File: src/rtl/cell_fetch_stream.sv
// Streams one frame of cells in raster order from the cell cache to the HOG datapath.
// Read issue is credit-limited so returning data always has a reserved buffer slot.
module cell_fetch_stream #(
  parameter int CELL_WIDTH     = 768,
  parameter int FRAME_ROW_CNUM = 30,
  parameter int FRAME_COL_CNUM = 40,
  parameter int MEM_LAT        = 2,
  parameter int BUF_DEPTH      = MEM_LAT + 1,
  localparam int CELL_NUM      = FRAME_ROW_CNUM * FRAME_COL_CNUM,
  localparam int CELL_ADDR_W   = $clog2(CELL_NUM)
) (
  input  logic                   clk,
  input  logic                   rst_n,
  input  logic                   start_i,
  input  logic                   abort_i,
  output logic                   busy_o,
  output logic                   frame_done_o,
  output logic [CELL_ADDR_W-1:0] bwd_cell_addr_o,
  output logic                   bwd_cell_rd_vld_o,
  input  logic [CELL_WIDTH-1:0]  bwd_cell_data_i,
  input  logic                   bwd_cell_rd_rdy_i,
  output logic [CELL_WIDTH-1:0]  fwd_cell_data_o,
  output logic [3:0]             fwd_cell_border_o,
  output logic                   fwd_cell_valid_o,
  input  logic                   fwd_cell_ready_i
);

  // state  | meaning
  // IDLE   | waiting for start_i
  // FETCH  | issuing reads, forwarding returned cells
  // ISSUED | all reads issued, draining to the last handshake
  // FLUSH  | aborted, dropping returns until nothing is in flight

  localparam int ROW_W = (FRAME_ROW_CNUM > 1) ? $clog2(FRAME_ROW_CNUM) : 1;
  localparam int COL_W = (FRAME_COL_CNUM > 1) ? $clog2(FRAME_COL_CNUM) : 1;
  localparam int PTR_W = (BUF_DEPTH > 1) ? $clog2(BUF_DEPTH) : 1;
  localparam int CNT_W = $clog2(BUF_DEPTH + 1);
  localparam int OCC_W = CNT_W + 2;

  localparam logic [CELL_ADDR_W-1:0] LAST_ADDR = CELL_ADDR_W'(CELL_NUM - 1);
  localparam logic [ROW_W-1:0]       LAST_ROW  = ROW_W'(FRAME_ROW_CNUM - 1);
  localparam logic [COL_W-1:0]       LAST_COL  = COL_W'(FRAME_COL_CNUM - 1);
  localparam logic [PTR_W-1:0]       LAST_PTR  = PTR_W'(BUF_DEPTH - 1);
  localparam logic [OCC_W-1:0]       DEPTH_OCC = OCC_W'(BUF_DEPTH);
  localparam logic [CNT_W-1:0]       ONE_CNT   = CNT_W'(1);

  typedef enum logic [1:0] {
    ST_IDLE   = 2'd0,
    ST_FETCH  = 2'd1,
    ST_ISSUED = 2'd2,
    ST_FLUSH  = 2'd3
  } state_t;

  state_t state, state_nxt;

  logic [CELL_ADDR_W-1:0] addr;
  logic [CNT_W-1:0]       inflight;
  logic [CNT_W-1:0]       buf_count;
  logic [PTR_W-1:0]       wr_ptr;
  logic [PTR_W-1:0]       rd_ptr;
  logic [CELL_WIDTH-1:0]  fifo_mem [BUF_DEPTH];
  logic                   fwd_full;
  logic [CELL_WIDTH-1:0]  fwd_data;
  logic [ROW_W-1:0]       row;
  logic [COL_W-1:0]       col;

  logic             active;
  logic             abort_evt;
  logic             hs;
  logic             last_hs;
  logic             rd_issue;
  logic             rd_ret;
  logic             accept;
  logic             load_reg;
  logic             fifo_empty;
  logic             fifo_push;
  logic             fifo_pop;
  logic [OCC_W-1:0] occupancy;

  function automatic logic [PTR_W-1:0] ptr_inc(input logic [PTR_W-1:0] p);
    return (p == LAST_PTR) ? '0 : p + 1'b1;
  endfunction

  assign active     = (state == ST_FETCH) || (state == ST_ISSUED);
  assign abort_evt  = active & abort_i;
  assign hs         = fwd_full & fwd_cell_ready_i;
  assign last_hs    = hs & ~abort_evt & (row == LAST_ROW) & (col == LAST_COL);

  // A handshake in this cycle frees its slot immediately, which keeps full rate.
  assign occupancy  = OCC_W'(inflight) + OCC_W'(buf_count) + OCC_W'(fwd_full) - OCC_W'(hs);
  assign rd_issue   = (state == ST_FETCH) & ~abort_i & (occupancy < DEPTH_OCC);
  assign rd_ret     = bwd_cell_rd_rdy_i & (inflight != '0);
  assign accept     = rd_ret & active & ~abort_i;

  assign fifo_empty = (buf_count == '0);
  assign load_reg   = ~fwd_full | hs;
  assign fifo_pop   = load_reg & ~fifo_empty;
  // Returned data bypasses the FIFO when it is empty and the output slot frees up.
  assign fifo_push  = accept & ~(load_reg & fifo_empty);

  always_ff @(posedge clk or negedge rst_n) begin
    if (!rst_n) begin
      state <= ST_IDLE;
    end else begin
      state <= state_nxt;
    end
  end

  always_comb begin
    state_nxt = state;
    unique case (state)
      ST_IDLE: begin
        if (start_i && !abort_i) state_nxt = ST_FETCH;
      end
      ST_FETCH: begin
        if (abort_i) state_nxt = ST_FLUSH;
        else if (rd_issue && (addr == LAST_ADDR)) state_nxt = ST_ISSUED;
      end
      ST_ISSUED: begin
        if (abort_i) state_nxt = ST_FLUSH;
        else if (last_hs) state_nxt = ST_IDLE;
      end
      ST_FLUSH: begin
        if ((inflight == '0) || ((inflight == ONE_CNT) && rd_ret)) state_nxt = ST_IDLE;
      end
      default: state_nxt = ST_IDLE;
    endcase
  end

  always_comb begin
    busy_o            = (state != ST_IDLE);
    bwd_cell_rd_vld_o = rd_issue;
    frame_done_o      = last_hs;
  end

  always_ff @(posedge clk or negedge rst_n) begin
    if (!rst_n) begin
      addr <= '0;
    end else if ((state == ST_IDLE) || abort_evt) begin
      addr <= '0;
    end else if (rd_issue) begin
      addr <= (addr == LAST_ADDR) ? '0 : addr + 1'b1;
    end
  end

  always_ff @(posedge clk or negedge rst_n) begin
    if (!rst_n) begin
      inflight <= '0;
    end else begin
      unique case ({rd_issue, rd_ret})
        2'b10:   inflight <= inflight + 1'b1;
        2'b01:   inflight <= inflight - 1'b1;
        default: inflight <= inflight;
      endcase
    end
  end

  always_ff @(posedge clk or negedge rst_n) begin
    if (!rst_n) begin
      wr_ptr    <= '0;
      rd_ptr    <= '0;
      buf_count <= '0;
    end else if (abort_evt) begin
      wr_ptr    <= '0;
      rd_ptr    <= '0;
      buf_count <= '0;
    end else begin
      if (fifo_push) wr_ptr <= ptr_inc(wr_ptr);
      if (fifo_pop)  rd_ptr <= ptr_inc(rd_ptr);
      unique case ({fifo_push, fifo_pop})
        2'b10:   buf_count <= buf_count + 1'b1;
        2'b01:   buf_count <= buf_count - 1'b1;
        default: buf_count <= buf_count;
      endcase
    end
  end

  always_ff @(posedge clk) begin
    if (fifo_push) fifo_mem[wr_ptr] <= bwd_cell_data_i;
  end

  always_ff @(posedge clk or negedge rst_n) begin
    if (!rst_n) begin
      fwd_full <= 1'b0;
      fwd_data <= '0;
    end else if (abort_evt) begin
      fwd_full <= 1'b0;
    end else if (load_reg) begin
      if (!fifo_empty) begin
        fwd_full <= 1'b1;
        fwd_data <= fifo_mem[rd_ptr];
      end else if (accept) begin
        fwd_full <= 1'b1;
        fwd_data <= bwd_cell_data_i;
      end else begin
        fwd_full <= 1'b0;
      end
    end
  end

  // Position tracks the cell in the output register, so it advances on handshakes only.
  always_ff @(posedge clk or negedge rst_n) begin
    if (!rst_n) begin
      row <= '0;
      col <= '0;
    end else if (abort_evt) begin
      row <= '0;
      col <= '0;
    end else if (hs) begin
      if (col == LAST_COL) begin
        col <= '0;
        row <= (row == LAST_ROW) ? '0 : row + 1'b1;
      end else begin
        col <= col + 1'b1;
      end
    end
  end

  assign bwd_cell_addr_o   = addr;
  assign fwd_cell_valid_o  = fwd_full;
  assign fwd_cell_data_o   = fwd_data;
  assign fwd_cell_border_o = fwd_full ? {row == '0, row == LAST_ROW, col == '0, col == LAST_COL}
                                      : 4'b0000;

`ifndef SYNTHESIS
  always @(posedge clk) begin
    if (rst_n) assert (!(bwd_cell_rd_rdy_i && (inflight == '0)));
  end
`endif

endmodule

File: config.mk
export PLATFORM = sky130hd
export DESIGN_NAME = cell_fetch_stream
export DESIGN_NICKNAME = d
export VERILOG_FILES = /design/src/rtl/cell_fetch_stream.sv
export SDC_FILE = /design/constraint.sdc
export NUM_CORES = 2
export LEC_CHECK = 0
export CAP_MARGIN = 10
export CORE_AREA = 2 2 601 603
export DETAILED_ROUTE_END_ITERATION = 10
export DIE_AREA = 0 0 603 605
export MAX_ROUTING_LAYER = met4
export PLACE_DENSITY = 0.58
export SETUP_SLACK_MARGIN = 0.02
export SYNTH_ARGS = -nofsm -noshare
export SYNTH_HDL_FRONTEND = slang
export SYNTH_SLANG_ARGS = --single-unit
File: constraint.sdc
create_clock -name clk -period 69.2 [get_ports clk]
set_input_delay 13.84 -clock clk [delete_from_list [all_inputs] [get_ports clk]]
set_output_delay 13.84 -clock clk [all_outputs]
set_load 0.05 [all_outputs]
Yosys cells after proc, flatten, opt, wreduce, memory -nomap -nowiden
Memory sizes are Yosys's and may differ from the RTL's. Cells that the tools add are included.

Order comparisons: 1. Bitwise gates (word level): 19. $add $sub $neg: 12. Eq/ne operators: 18. Mux-type cells: 35. Reduce and logical (&&, ||, !) cells: 25.

Operator list (count): two-way mux 768 bit (2); two-way mux 11 bit (3); two-way mux 2 bit (13); two-way mux 5 bit (4); two-way mux 6 bit (3); nonzero test 2 bit (9); AND 1 bit (13); equality test 2 bit (second input constant) (6); adder 11 x 1 -> 11 bit (second input constant) (1); equality test 11 bit (second input constant) (1); adder 2 x 1 -> 2 bit (second input constant) (4); equality test 2 x 1 -> 1 bit (second input constant) (4); case mux 2 bit (2 select lines) (2); case mux 2 bit (4 select lines) (1); adder 6 x 1 -> 6 bit (second input constant) (1); equality test 6 bit (second input constant) (1); zero test 2 bit (3); zero test 6 bit (1); two-way mux 1 bit (6); != test 2 bit (second input constant) (3); adder 5 x 1 -> 5 bit (second input constant) (1); equality test 5 bit (second input constant) (1); zero test 5 bit (1); NOT 1 bit (5); 16 further kinds (21).

Logic and storage cells: 121. RAM bits: 2304. Output and inout bits: 787. Bits of input ports: 774. Memories kept: 1. Register bits: 801.

Memories: fifo_mem (words 3, bits a word 768, read ports 1, clocked after memory_dff 0, write ports 1, RTL line 61) `logic [CELL_WIDTH-1:0] fifo_mem [BUF_DEPTH];`.

Longest topological paths before layout
Depth after elaboration: 10. Mapped depth: 11.

Least setup slack after synthesis
No wires, ideal clock.

Kind: input port to flip-flop. Start: input port fwd_cell_ready_i. End: memory fifo_mem[1][0] (enable). Stages: 4. Data required time: 66200 ps. Setup time: 3000 ps. Arrival time: 69754 ps. Slack: -3554 ps. Buffers on the path: 1. Path through: nand2b_1 > buf_2 > a211o_1 > nor3b_1.

Word-level cells in the longest chain between the ends: 7.

RTL lines: start, declared (RTL line 25) `input logic fwd_cell_ready_i`; AND 1 bit (RTL line 86) `assign hs = fwd_full & fwd_cell_ready_i;`; OR 1 bit (RTL line 96) `assign load_reg = ~fwd_full | hs;`; AND 1 bit (RTL line 99) `assign fifo_push = accept & ~(load_reg & fifo_empty);`; NOT 1 bit (RTL line 99); AND 1 bit (RTL line 99); two-way mux 1 bit (RTL line 179) `if (fifo_push) fifo_mem[wr_ptr] <= bwd_cell_data_i;`; two-way mux 1 bit (not written as such) (RTL line 179); end, declared (RTL line 61).

No other way between the ends.

Worst setup path in the final report
Start: input port fwd_cell_ready_i. End: output port bwd_cell_rd_vld_o.

Word-level cells in the longest chain between the ends: 4.

RTL lines: AND 1 bit (RTL line 86); subtractor 4 x 1 -> 4 bit (RTL line 90) `assign occupancy = OCC_W'(inflight) + OCC_W'(buf_count) + OCC_W'(fwd_full) - OCC_W'(hs);`; less-than comparator 4 x 2 -> 1 bit (RTL line 91) `assign rd_issue = (state == ST_FETCH) & ~abort_i & (occupancy < DEPTH_OCC);`; AND 1 bit (RTL line 91); end, declared (RTL line 19) `output logic bwd_cell_rd_vld_o,`.

No other way between the ends.

==> run_results.csv <==
group,metric,value,unit
clock_network,htreeDepth,5,
layout,final_nets,10730,
worst_hold_path,min_from,"fwd_cell_data_o[255]",
worst_hold_path,holdPathStages,2,
global_routing,grt_max_degree,203,
clock_network,cts-root-buf,"clkbuf_16",
placement,dp_cells,14380,
floorplan,die_w,603,µm
synthesis,synth_area_leader_cell,"edfxtp_1",
synthesis,synth-simple-area-share,5.132,%
synthesis,synthAdderAreaFrac,0.1963,%
floorplan,io_pins,1561,
sta,slew_headroom,21.89,%
sta,period_minus_slack,31.28,ns
synthesis,syn_area,0.1224,mm²
sta,maxClockFrequency,31.97,MHz
placement,io_buffers,1560,
global_routing,met1_usage,24.81,%
synthesis,synth_compound_area_share,6.671,%
placement,dp_hpwl,255400,µm
clock_network,cts_buffer_depth,4,
synthesis,synthXorXnorAreaFrac,0.08586,%
worst_setup_path,rr_startpoint,"buf_count[0]",
clock_network,ctsHoldBuffers,0,
sta,setup_viol,0,
routing,vias_per_cell,4.908,
layout,syn2layout_area_growth,25.36,%
worst_setup_path,r2r_cells,10,
power_and_ir_drop,power,6.705,mW
worst_setup_path,r2r_end,"fwd_cell_data_o[229]",
worst_hold_path,holdPathEnd,"fwd_cell_data_o[255]",
synthesis,ys.warnings.count,0,
sta,worstMarginPinSlew,1.172,ns
run_status,status,"complete, no violations",
synthesis,yosysUniqueCellTypes,57,
routing,wl_per_cell,24.94,µm
clock_network,clkSlewWorstSetupHoldPaths,0.05,ns
worst_setup_path,cp-end-kind,"output port",
placement,gp_congestion,0.8597,
floorplan,initial_core_util,34.18,%
synthesis,synthFlopType,"edfxtp_1",
synthesis,synthCells,8436,
synthesis,netlist_top_cells_area,"edfxtp_1 (57%), dfrtp_1 (16%), mux2i_1 (13%)",
layout,drive_gt1_share,6.369,%
layout,fin_cells,15090,
worst_setup_path,cp.arrival,17.44,ns
global_routing,grt_pass1_wl,533000,µm
synthesis,ys_ff_latch,3105,
synthesis,synth_top_family_by_area,"multiplexers",
sta,min_period_over_period,45.21,%
clock_network,post_cts_buffers,0,
sta,drv_slew,0,
sta,grt_setup_unrepaired,"no",
placement,dpl_cell_area,0.1421,mm²
global_routing,grtUsageMet2,33.47,%
routing,drc_errors,0,
routing,first_pass_iters,5,
sta,hold_viol,0,
global_routing,track_usage,20.50,%
worst_setup_path,startpoint_type,"input pin",
routing,final_antenna_net_count,0,
global_routing,grt_antenna_before_repair,167,
global_routing,first_global_vias,73180,
worst_setup_path,crit_fanout,10,
synthesis,synth_seq_area_share,72.90,%
clock_network,insertion_delay,0.90,ns
power_and_ir_drop,power_density,43.70,mW/mm²
floorplan,coreArea,0.3581,mm²
routing,drtIter0Drc,5953,
worst_setup_path,cp-startpoint,"fwd_cell_ready_i",
floorplan,dieArea,0.3648,mm²
layout,final_area,0.1534,mm²
synthesis,synth_nets,9228,
clock_network,numCtsBuffers,331,
synthesis,synthMuxAreaShare,12.57,%
global_routing,grt-busiest-layer,"met2",
worst_setup_path,required,55.36,ns
synthesis,synth_area_per_cell,14.51,µm²
synthesis,synth_most_common_cell,"edfxtp_1",
power_and_ir_drop,vdd_drop_max,0.04179,mV
clock_network,cts_tree,"yes",
global_routing,gr-total-overflow,0,
synthesis,async_flop_share,25.80,%
global_routing,met3_usage,4.634,%
floorplan,rows,220,
clock_network,clock_sink_count,3105,
synthesis,synth_edf_count,2304,
synthesis,synth_common_cells,"edfxtp_1 (2304), nand2_1 (1557), mux2i_1 (1537)",
routing,dr_total_vias,74080,
synthesis,yosysTopAreaCellShare,56.52,%
floorplan,die_h,605,µm
routing,drt_wl_total,376400,µm
run,maxCapViolations,0,
worst_setup_path,critPathKind,"input pin to output port",
worst_setup_path,reg2reg_slack,61.89,ns
clock_network,cts-resized-gates,0,
sta,finalClockSkew,0.03920,ns
power_and_ir_drop,power.leakage,51.12,nW
layout,final_util,42.85,%
worst_hold_path,hold_class,"flip-flop to flip-flop",
metal layers:
metal  wire, µm  vias to the layer above
met1     153500                    37050
met3      24110                      663
met5          0                        -
li1           -                    34080
met4      14020                        0
met2     184800                     2282
worst max path at each step:
stage	to	slack (ns)	cells past startpoint
2_1_floorplan	fifo_mem[1][0]	-3.55	4
3_3_place_gp	bwd_cell_rd_vld_o	37.72	10
3_5_place_dp	bwd_cell_rd_vld_o	37.95	10
4_1_cts	bwd_cell_rd_vld_o	37.94	10
5_1_grt	bwd_cell_rd_vld_o	37.84	10
6_report	bwd_cell_rd_vld_o	37.92	10
critical path, stage by stage:
cell and delay (ns):
clkdlybuf4s50_1 0.50, nand2_1 0.17, inv_2 0.19, ha_1 0.27
fa_1 0.43, fa_1 0.46, xor2_1 0.22, o2111ai_2 0.22
inv_2 0.27, clkdlybuf4s50_1 0.85
power breakdown:
part           switching, mW  internal, mW
Clock                  0.742          1.05
Sequential             0.170          2.27
Combinational           1.71         0.759
Total                   2.62          4.08
cell type report:
| class | instances | area [µm²] |
|---|---|---|
| tap | 4773 | 5972 |
| sequential | 3105 | 89240 |
| timing repair buffer | 1685 | 16670 |
| fill | 32290 | 204700 |
| inverter | 19 | 71.32 |
| clock inverter | 144 | 1619 |
| multi-input combinational | 4794 | 30200 |
| antenna | 100 | 250.2 |
| clock buffer | 474 | 9432 |
cells in the final DEF, fill, tap and decap left out, types with 42 or more instances in the layout:
cell and count:
buf_4 116, clkdlybuf4s50_1 1559, clkbuf_8 42, o21ai_1 778, o21ai_0 743, diode_2 100
clkbuf_16 340, clkbuf_1 92, clkinv_2 53, edfxtp_1 2304, dfrtp_1 799, mux2i_1 1537
nand2_1 1557
cell families after synthesis:
family	after synthesis
mux	1537
xor+xnor	12
compound gates	1592
buf+inv	537
simple gates	1635
fa+ha+maj	18
flops	3105
per-stage QoR:
step / setup TNS, ns / setup slack [ns] / hold WS [ns]
global route: 0 / 37.84 / 0.5053
floorplan: -5440.82 / -3.554 / 0.4498
finish: 0 / 37.92 / 0.4810
detailed placement: 0 / 37.95 / 0.4687
CTS: 0 / 37.94 / 0.4848
global placement: 0 / 37.72 / 0.4642
flip-flops by register name, indices dropped and copies added (netlist names):
signal / flops
fwd_cell_valid_o: 1
row: 5
fwd_cell_data_o: 768
state: 2
inflight: 2
wr_ptr: 2
fifo_mem: 2304
buf_count: 2
col: 6
bwd_cell_addr_o: 11
rd_ptr: 2
(Power assumes the default switching activity.)
